## src/rtl/alu_share_arbiter.sv

```systemverilog
// -----------------------------------------------------------------------------
// alu_share_arbiter
//
// Shares one external 8-bit ALU (FORWARD/ADD/AND/OR) between two requesters.
// Round-robin arbitration picks a winner in IDLE. For a legal opcode its
// operands are latched onto the ALU inputs and held for WAIT_CYCLES edges
// before RESULT/ZERO are captured. The result is returned with a one-cycle
// DONEx pulse. Opcodes 1xx never touch the ALU and complete at once with ERR.
//
// Parameters
//   WAIT_CYCLES    edges the ALU inputs are held before sampling (1..7)
//
// Ports
//   CLK, RESET                 clock (rising edge), async active-low reset
//   REQx/OPx/Ax/Bx             requester x request, select code, operands
//   GNTx                       requester x owns the ALU (EXEC and DONE)
//   DONEx                      one-cycle completion pulse for requester x
//   RESULT/ZERO/ERR            captured result, valid while DONEx is high
//   BUSY                       arbiter not idle
//   ALU_DATA1/2, ALU_SELECT    registered drive to the shared ALU
//   ALU_RESULT, ALU_ZERO       ALU outputs
//
// Optional build macro ALU_ARB_STATS_EN adds the saturating per-requester
// completion counters GRANT_CNT0/GRANT_CNT1.
// -----------------------------------------------------------------------------
module alu_share_arbiter #(
   parameter int WAIT_CYCLES = 2
) (
   input  logic       CLK,
   input  logic       RESET,
   input  logic       REQ0,
   input  logic [2:0] OP0,
   input  logic [7:0] A0,
   input  logic [7:0] B0,
   input  logic       REQ1,
   input  logic [2:0] OP1,
   input  logic [7:0] A1,
   input  logic [7:0] B1,
   output logic       GNT0,
   output logic       GNT1,
   output logic       DONE0,
   output logic       DONE1,
   output logic [7:0] RESULT,
   output logic       ZERO,
   output logic       ERR,
   output logic       BUSY,
   output logic [7:0] ALU_DATA1,
   output logic [7:0] ALU_DATA2,
   output logic [2:0] ALU_SELECT,
   input  logic [7:0] ALU_RESULT,
   input  logic       ALU_ZERO
`ifdef ALU_ARB_STATS_EN
   ,
   output logic [7:0] GRANT_CNT0,
   output logic [7:0] GRANT_CNT1
`endif
);

   localparam logic [2:0] WAIT_INIT = 3'(WAIT_CYCLES);

   typedef enum logic [1:0] {
      ST_IDLE = 2'd0,
      ST_EXEC = 2'd1,
      ST_DONE = 2'd2
   } state_t;

   state_t     state_q, state_d;
   logic       owner_q, owner_d;     // 0: requester 0 owns the ALU, 1: requester 1
   logic       rr_q, rr_d;           // requester preferred when both request
   logic [2:0] cnt_q, cnt_d;
   logic [7:0] result_q, result_d;
   logic       zero_q, zero_d;
   logic       err_q, err_d;
   logic [7:0] data1_q, data1_d;
   logic [7:0] data2_q, data2_d;
   logic [2:0] select_q, select_d;

   logic       req_any;
   logic       win1;
   logic [2:0] win_op;
   logic [7:0] win_a;
   logic [7:0] win_b;

   // Configuration sanity check, evaluated in simulation only.
   always_ff @(posedge CLK) begin
      assert (WAIT_CYCLES >= 1 && WAIT_CYCLES <= 7);
   end

   // Arbitration: a lone requester always wins; on contention rr_q decides.
   always_comb begin
      req_any = REQ0 | REQ1;
      win1    = REQ1 & (~REQ0 | rr_q);
      win_op  = win1 ? OP1 : OP0;
      win_a   = win1 ? A1  : A0;
      win_b   = win1 ? B1  : B0;
   end

   // State register and datapath registers
   always_ff @(posedge CLK or negedge RESET) begin
      if (!RESET) begin
         state_q  <= ST_IDLE;
         owner_q  <= 1'b0;
         rr_q     <= 1'b0;
         cnt_q    <= 3'd0;
         result_q <= 8'd0;
         zero_q   <= 1'b0;
         err_q    <= 1'b0;
         data1_q  <= 8'd0;
         data2_q  <= 8'd0;
         select_q <= 3'd0;
      end else begin
         state_q  <= state_d;
         owner_q  <= owner_d;
         rr_q     <= rr_d;
         cnt_q    <= cnt_d;
         result_q <= result_d;
         zero_q   <= zero_d;
         err_q    <= err_d;
         data1_q  <= data1_d;
         data2_q  <= data2_d;
         select_q <= select_d;
      end
   end

   // Next-state logic
   always_comb begin
      state_d = state_q;
      case (state_q)
         ST_IDLE: if (req_any) state_d = win_op[2] ? ST_DONE : ST_EXEC;
         ST_EXEC: if (cnt_q == 3'd1) state_d = ST_DONE;
         ST_DONE: state_d = ST_IDLE;
         default: state_d = ST_IDLE;
      endcase
   end

   // Datapath next values
   always_comb begin
      owner_d  = owner_q;
      rr_d     = rr_q;
      cnt_d    = cnt_q;
      result_d = result_q;
      zero_d   = zero_q;
      err_d    = err_q;
      data1_d  = data1_q;
      data2_d  = data2_q;
      select_d = select_q;
      case (state_q)
         ST_IDLE: begin
            if (req_any) begin
               owner_d = win1;
               if (win_op[2]) begin
                  // Unsupported opcode: ALU inputs keep their previous drive.
                  result_d = 8'd0;
                  zero_d   = 1'b0;
                  err_d    = 1'b1;
               end else begin
                  data1_d  = win_a;
                  data2_d  = win_b;
                  select_d = win_op;
                  cnt_d    = WAIT_INIT;
               end
            end
         end
         ST_EXEC: begin
            cnt_d = cnt_q - 3'd1;
            if (cnt_q == 3'd1) begin
               result_d = ALU_RESULT;
               zero_d   = ALU_ZERO;
               err_d    = 1'b0;
            end
         end
         ST_DONE: rr_d = ~owner_q;
         default: ;
      endcase
   end

   // Outputs decoded from registered state only
   always_comb begin
      BUSY  = (state_q != ST_IDLE);
      GNT0  = BUSY & ~owner_q;
      GNT1  = BUSY &  owner_q;
      DONE0 = (state_q == ST_DONE) & ~owner_q;
      DONE1 = (state_q == ST_DONE) &  owner_q;
   end

   assign RESULT     = result_q;
   assign ZERO       = zero_q;
   assign ERR        = err_q;
   assign ALU_DATA1  = data1_q;
   assign ALU_DATA2  = data2_q;
   assign ALU_SELECT = select_q;

`ifdef ALU_ARB_STATS_EN
   logic [7:0] gcnt0_q, gcnt0_d;
   logic [7:0] gcnt1_q, gcnt1_d;
   logic       enter_done;

   // Count completions (including ERR ones) on entry to DONE, saturating.
   always_comb begin
      gcnt0_d    = gcnt0_q;
      gcnt1_d    = gcnt1_q;
      enter_done = (state_d == ST_DONE) && (state_q != ST_DONE);
      if (enter_done) begin
         if (!owner_d && gcnt0_q != 8'hFF) gcnt0_d = gcnt0_q + 8'd1;
         if ( owner_d && gcnt1_q != 8'hFF) gcnt1_d = gcnt1_q + 8'd1;
      end
   end

   always_ff @(posedge CLK or negedge RESET) begin
      if (!RESET) begin
         gcnt0_q <= 8'd0;
         gcnt1_q <= 8'd0;
      end else begin
         gcnt0_q <= gcnt0_d;
         gcnt1_q <= gcnt1_d;
      end
   end

   assign GRANT_CNT0 = gcnt0_q;
   assign GRANT_CNT1 = gcnt1_q;
`endif

endmodule

```

## config.mk

```make
export PLATFORM = sky130hd
export DESIGN_NAME = alu_share_arbiter
export DESIGN_NICKNAME = d
export VERILOG_FILES = /design/src/rtl/alu_share_arbiter.sv
export SDC_FILE = /design/constraint.sdc
export NUM_CORES = 1
export LEC_CHECK = 0
export ABC_CLOCK_PERIOD_IN_PS = 2050
export BUFFER_PORTS_ARGS = -buffer_cell sky130_fd_sc_hd__buf_2
export CAP_MARGIN = 20
export CORE_MARGIN = 2
export CORE_UTILIZATION = 46
export DETAILED_ROUTE_END_ITERATION = 12
export GPL_TIMING_DRIVEN = 0
export PLACE_DENSITY = 0.82
export SLEW_MARGIN = 5
export SYNTH_ARGS = -nofsm -noshare
export SYNTH_HDL_FRONTEND = slang
export SYNTH_SLANG_ARGS = --single-unit
export TNS_END_PERCENT = 50
```

## constraint.sdc

```tcl
create_clock -name CLK -period 2.05 [get_ports CLK]
set_input_delay 0.205 -clock CLK [delete_from_list [all_inputs] [get_ports CLK]]
set_output_delay 0.205 -clock CLK [all_outputs]
set_load 0.02 [all_outputs]
```

-- Word level (Yosys, flattened, before mapping)
Cells that the tools add are included.
- reductions and logical operators: 8
- add/subtract/negate cells: 1
- equality and inequality tests: 7
- bitwise gates (word level): 10
- muxes and demuxes: 22
- operators by type and width (kind ; number):
    $mux 8 ; 5
    $pmux 8 s2 ; 1
    $mux 3 ; 3
    $ne 2x2->1 const B ; 4
    $mux 1 ; 6
    $mux 2 ; 3
    $pmux 3 s2 ; 1
    $reduce_and 3->1 ; 2
    $and 1x1->1 ; 5
    $pmux 1 s2 ; 2
    $pmux 2 s2 ; 1
    $reduce_and 2->1 ; 2
    $reduce_and 4->1 ; 1
    $reduce_bool 2->1 ; 2
    $eq 3x1->1 const B ; 1
    $not 1->1 ; 3
    $sub 3x1->3 const B ; 1
    $eq 2x1->1 const B ; 1
    $eq 2x2->1 const B ; 1
    $logic_not 2->1 ; 1
    $or 1x1->1 ; 2
- output and inout port bits: 34
- word-level logic and storage cells: 58
- flip-flop bits (word level): 35

-- Longest topological paths before layout
Gate-level depths: netlist (run 1).
- word-level depth: 7
- mapped depth: 7
- mapped depth without buffers: 6

-- Worst setup path before layout (run 1)
Ideal clock, no wire load.
- path kind: reg-to-reg
- from: register state_q[1]
- to: register data1_q[0], in the netlist ALU_DATA1[0]
- arrival time: 1490 ps
- cell stages (with the launch flop): 7
- buffers on the path: 2
- setup slack: 435 ps
- period minus slack after synthesis: 1615 ps
- cells stage by stage: dfrtp_1 > buf_6 > nor2_4 > inv_2 > a21oi_4 > buf_12 > mux2_4
- longest elaborated chain between the ends: 2
- RTL lines (what ; RTL line ; text):
    start, declared ; 67 ; state_t state_q, state_d;
    start signal, assigned ; 112 ; state_q <= state_d;
    $logic_not 2->1 ; 147 ; case (state_q)
    $reduce_and 3->1 (no line) ; -- ;
    end signal, assigned ; 119 ; data1_q <= data1_d;
    end, declared ; 74 ; logic [7:0] data1_q, data1_d;
No other way between the ends.
A chain may end at the register's enable or synchronous reset.

-- Worst setup path in the final report (run 1)
- from: register state_q[1]
- to: output GNT0
- longest elaborated chain between the ends: 2
- RTL lines (what ; RTL line ; text):
    $reduce_bool 2->1 ; 179 ; BUSY = (state_q != ST_IDLE);
    $and 1x1->1 ; 180 ; GNT0 = BUSY & ~owner_q;
    end, declared ; 39 ; output logic GNT0,
No other way between the ends.

==> results of run 1 <==
logic make-up (layout without fill, tap and decap cells):
kind of cell,after synthesis,in the layout,share of synthesized area
AO/OA/AOI/OAI,33,33,0.109
adder cells (fa/ha/maj),2,2,0.0136
buffers and inverters,14,104,0.0463
flip-flops,35,35,0.476
multiplexers,37,37,0.244
other,1,1,0.00204
AND/OR/NAND/NOR,36,36,0.109
worst register-to-register path, stage by stage, from the launching register on:
cell and delay (ps):
dfrtp_1 370, buf_6 130, nor2_4 180, inv_2 90
a21oi_4 340, buf_12 210, mux2_4 310
power groups by stage:
| stage | logic (µW) | registers, µW | clock network (µW) |
|---|---|---|---|
| after global routing | 1990 | 1310 | 538 |
| after CTS | 1850 | 1260 | 501 |
| final | 1830 | 1260 | 487 |
| after detailed placement | 1850 | 1260 | 0 |
| after floorplan | 927 | 1590 | 0 |
| after global placement | 1790 | 1250 | 0 |
flip-flops by register name (all words and copies together) (netlist names):
signal and flops:
ALU_DATA1 8, ALU_DATA2 8, RESULT 8, cnt_q 3
ALU_SELECT 2, state_q 2, ERR 1, ZERO 1
owner_q 1, rr_q 1
metrics by stage:
| stage | std cells | total power, µW | area, µm² | worst slack, ps |
|---|---|---|---|---|
| final | 296 | 3580 | 2400 | 255 |
| after global routing | 296 | 3840 | 2400 | 127 |
| after CTS | 296 | 3610 | 2400 | 270 |
| after detailed placement | 289 | 3110 | 2310 | 303 |
| after global placement | 289 | 3040 | 2310 | 323 |
| after floorplan | 158 | 2510 | 1840 | 435 |
cell usage after synthesis, drive strengths merged:
cell type   n  area (µm²)
and3       11        70.1
nor2        6        30.0
ha          2        25.0
a2bb2oi     1        8.76
nand3b      1        7.51
conb        1        3.75
nor2b       1        6.26
mux2       36         439
a21oi      17         100
or2         1        6.26
buf         5        51.3
clkbuf      3        11.3
inv         6        22.5
nor3b       1        7.51
nand2b      2        15.0
a21boi      1        11.3
dfrtp      35         876
mux2i       1        10.0
o21ai       9        45.0
a21o        2        16.3
o22ai       2        12.5
and4bb      1        12.5
a31oi       1        6.26
nand2      12        45.0
how the worst max path moves through the flow:
stage,cells after the start,to,startpoint
final,5,GNT0,state_q[1]
after global routing,5,GNT0,state_q[1]
after CTS,5,GNT0,state_q[1]
after detailed placement,6,ALU_DATA1[0],state_q[1]
after global placement,6,ALU_SELECT[1],state_q[1]
after floorplan,6,ALU_DATA1[0],state_q[1]
area by class of cell:
cell class	count	area share
Timing Repair Buffer	83	0.173
Clock inverter	1	0.00208
Multi-Input combinational cell	109	0.366
Tap cell	48	0.0250
Buffer	8	0.0260
Clock buffer	6	0.0344
Inverter	6	0.00938
Sequential cell	35	0.365
metal layers:
layer	share of wire	wire (µm)
met2	0.55	2260
met5	0	0
met1	0.40	1660
met3	0.039	162
met4	0.0066	27
==> out/metrics.csv, run 1 <==
metric,value,unit
"CP delay by family, top",buffers and inverters,
pin count of the biggest net entering global routing,36,
RR Startpoint,state_q[1],
total gr overflow,0,
"Setup violations, final",0,
Hold Fails Final Rpt,2,
Synth warnings,0,
CTS resizes,0,
worst path required time,1850,ps
cts bufs inserted,5,
DR iter-0 viols,112,
R2R Setup Slk,310,ps
chip height,67.2,µm
outcome,"finished, violations left",
CP Max Fanout,10,
"most common cell after layout, fill and taps aside",buf_2,
mean post-synth cell area,11.6,µm²
hold buffer count at CTS,0,
Nets,301,
GPL Wtd Cong,0.822,
CP Buf/Inv Count,3,
P_leak,0.00124,µW
# IOs,85,
clock latency on the worst-skew pair,270,ps
met3 Track Usage GR,0.0433,
max_slew headroom,0.493,
syn nets,211,
Slew Limit Fails,0,
Final ANT Viol Nets,0,
Vias/cell,5.11,
Starting Density,0.491,
die area,4520,µm²
crit end category,primary output,
peak supply drop,0.752,mV
unrepaired setup endpoints after global routing,no,
row cnt,22,
HP Class,in -> async,
Final Skew,3.35,ps
max-cap violation count,0,
DRC,0,
fin util,0.642,
H-Tree Level Count,2,
multi-input logic area,878,µm²
Netlist Area Pre-Place,1840,µm²
most frequent cells in the layout,"84 x buf_2, 35 x dfrtp_1, 27 x mux2_2",
Syn-to-layout area delta,30.6,%
GR peak layer,met2,
cell count after synthesis,158,
"flops & latches, synth",35,
Crit-path slowest cell,clkbuf_1,
Sequential Area,876,µm²
Clock Tree Buf Depth,2,
Clock Power Share,0.136,
clk sink count,35,
Peak Freq,557,MHz
Arrival @ worst endpoint,1590,ps
crit path time final,1790,ps
# diodes,0,
post-synthesis sequential area ratio,0.476,
reg2reg end,ALU_DATA1[0],
power share of the combinational group,0.512,
Post-CTS Setup Bufs,0,
sw frac,0.417,
P_int,2090,µW
power density cells,1490,nW/µm²
vias in the first global route,1619,
R2R depth,6,
Port Buf Inserts,83,
sw power,1490,µW
met2 usage,0.364,
Synth cell types,35,
delay of the slowest critical-path stage,380,ps
Slew @ Worst Pin,761,ps
Core ar.,3740,µm²
fill count,333,
global-route wire length before repair,7070,µm
die width,67.2,µm
post-DP HPWL,3140,µm
Clock transition at path regs,70,ps
crit path cell chain,"buf_6, nor2_4, clkbuf_1, nor2_1, buf_2",
DR WL/cell,13.9,µm
vias,1513,
DR pass1 iterations,4,
CTS tree,done,
layout cells sized above 1,0.569,
Setup Total Neg Slack,0,ps
Root Driver,clkbuf_8,
Total GRT Usage,0.210,
grt met1 use,0.251,
Routed WL,4120,µm
Worst setup SP type,flop,
initial antenna violation count,0,
hold_ws,-1.82,ps
register share of total power,0.352,
WS Path Type,reg -> out,
period utilization,0.875,
failing checks,negative hold slack,
(Power assumes the default switching activity.)
==> run 2, diff against run 1 <==
--- a/config.mk
+++ b/config.mk
@@ -12,7 +12,7 @@
 export CORE_UTILIZATION = 46
 export DETAILED_ROUTE_END_ITERATION = 12
 export GPL_TIMING_DRIVEN = 0
-export PLACE_DENSITY = 0.82
+export PLACE_DENSITY = 0.88
 export SLEW_MARGIN = 5
 export SYNTH_ARGS = -nofsm -noshare
 export SYNTH_HDL_FRONTEND = slang
==> run 2 against run 1 <==
Against the previous run:
- the run now ends clean
- flip-flop and latch count unchanged
- sequential power about the same
- non-clock buffer count increased by 1
==> out/metrics.csv, run 2 (synthesis gave the netlist of run 1 again) <==
metric,value,unit,change
outcome,"finished, final reports clean",,"was finished, violations left"
Arrival @ worst endpoint,1620,ps,was 1590 ps
unrepaired setup endpoints after global routing,no,,unchanged
DR iter-0 viols,68,,was 112
fill count,325,,was 333
die area,4520,µm²,unchanged
initial antenna violation count,0,,unchanged
Core ar.,3740,µm²,unchanged
Non-Filler Instances,298,,was 296
"most common cell after layout, fill and taps aside",buf_2,,unchanged
P_leak,0.00126,µW,was 0.00124 µW
hold buffer count at CTS,1,,was 0
Slew Limit Fails,0,,unchanged
pin count of the biggest net entering global routing,36,,unchanged
CP Max Fanout,10,,unchanged
die width,67.2,µm,unchanged
Clock Tree Buf Depth,2,,unchanged
"Setup violations, final",0,,unchanged
CTS tree,done,,unchanged
delay of the slowest critical-path stage,400,ps,was 380 ps
Setup Total Neg Slack,0,ps,unchanged
power density cells,1520,nW/µm²,was 1490 nW/µm²
max_slew headroom,0.507,,was 0.493
Nets,302,,was 301
DRC,0,,unchanged
cts bufs inserted,5,,unchanged
GPL Wtd Cong,0.759,,was 0.822
Placed Cells incl. Taps,289,,unchanged
Worst setup SP type,flop,,unchanged
Peak Freq,547,MHz,was 557 MHz
CP Buf/Inv Count,3,,unchanged
most frequent cells in the layout,"84 x buf_2, 35 x dfrtp_1, 27 x mux2_2",,unchanged
# diodes,0,,unchanged
clock latency on the worst-skew pair,290,ps,was 270 ps
WS Path Type,reg -> out,,unchanged
post-DP HPWL,2960,µm,was 3140 µm
DR pass1 iterations,4,,unchanged
crit path time final,1830,ps,was 1790 ps
global-route wire length before repair,6630,µm,was 7070 µm
total gr overflow,0,,unchanged
worst path required time,1850,ps,about the same
# IOs,85,,unchanged
HP Class,in -> reg,,was in -> async
Final Skew,4.83,ps,was 3.35 ps
crit path cell chain,"buf_6, nor2_4, clkbuf_1, nor2_1, buf_2",,unchanged
row cnt,22,,unchanged
Clock transition at path regs,70,ps,about the same
peak supply drop,0.835,mV,was 0.752 mV
H-Tree Level Count,2,,unchanged
DR WL/cell,13.3,µm,was 13.9 µm
vias in the first global route,1512,,was 1619
Routed WL,3960,µm,was 4120 µm
Post-Place Worst Slack,296,ps,was 303 ps
Final WS setup,223,ps,was 255 ps
crit end category,primary output,,unchanged
Slew @ Worst Pin,740,ps,was 761 ps
period utilization,0.891,,was 0.875
Vias/cell,5.09,,was 5.11
layout cells sized above 1,0.568,,was 0.569
CTS resizes,0,,unchanged
fin util,0.652,,was 0.642
chip height,67.2,µm,unchanged
Hold Fails Final Rpt,0,,was 2
Syn-to-layout area delta,32.8,%,was 30.6%
Root Driver,clkbuf_8,,unchanged
clk sink count,35,,unchanged
Starting Density,0.491,,unchanged
vias,1517,,was 1513
Post-CTS Setup Bufs,0,,unchanged
Final ANT Viol Nets,0,,unchanged
max-cap violation count,0,,unchanged
Crit-path slowest cell,clkbuf_1,,unchanged
Total GRT Usage,0.198,,was 0.210
"CP delay by family, top",buffers and inverters,,unchanged
Port Buf Inserts,83,,unchanged
-- run 2: cell types whose count changed in the layout (fill, tap and decap cells not counted), sizes merged --
cell,delta
bufinv,+1
dlygate4sd3,+1
-- run 2: per-stage QoR --
stage               power [µW]  cell area [µm²]  hold slack [ps]
floorplan                 2510             1840            -90.6
global placement          3050             2310              320
detailed placement        3100             2310              314
CTS                       3750             2440              244
global route              3970             2440              249
finish                    3720             2440              249
-- run 2: layout make-up --
| type | instances | area (µm²) | area share |
|---|---|---|---|
| clock buffers | 6 | 82.6 | 0.0338 |
| plain buffers | 8 | 62.6 | 0.0256 |
| clock inverters | 2 | 35.0 | 0.0143 |
| repair buffers | 84 | 425 | 0.174 |
| inverters | 6 | 22.5 | 0.00922 |
| well taps | 48 | 60.1 | 0.0246 |
| multi-input cells | 109 | 878 | 0.360 |
| flip-flops and latches | 35 | 876 | 0.359 |
-- run 2: layer usage --
| metal | vias to the layer above | track usage | wire, µm |
|---|---|---|---|
| met4 | 0 | 0.0791 | 44 |
| met3 | 5 | 0.0683 | 327 |
| met5 | - | 0 | 0 |
| met2 | 56 | 0.324 | 1890 |
| met1 | 719 | 0.240 | 1700 |
| li1 | 737 | - | - |
-- run 2: path summary, 6_finish.rpt --
kind	slack, ps	start	cells after the start	to
setup / recovery	220	state_q[1]	5	GNT0
max in group asynchronous	1060	RESET	2	ZERO
hold / removal	250	ALU_RESULT[2]	4	RESULT[2]
min in group asynchronous	520	RESET	2	ALU_DATA1[6]
setup reg to reg	310	state_q[1]	6	ALU_DATA1[3]
hold reg to reg	500	ALU_DATA2[2]	1	ALU_DATA2[2]
-- run 2: power by group --
group	internal, µW	leakage [µW]	switching, µW
registers	1030	0.000429	221
clock network	393	0.0000612	248
logic	787	0.000771	1030
-- run 2: worst register-to-register path: stages (launching register included) --
cell	delay (ps)
dfrtp_1	370
buf_6	130
nor2_4	190
inv_2	90
a21oi_4	340
buf_12	200
mux2_4	300
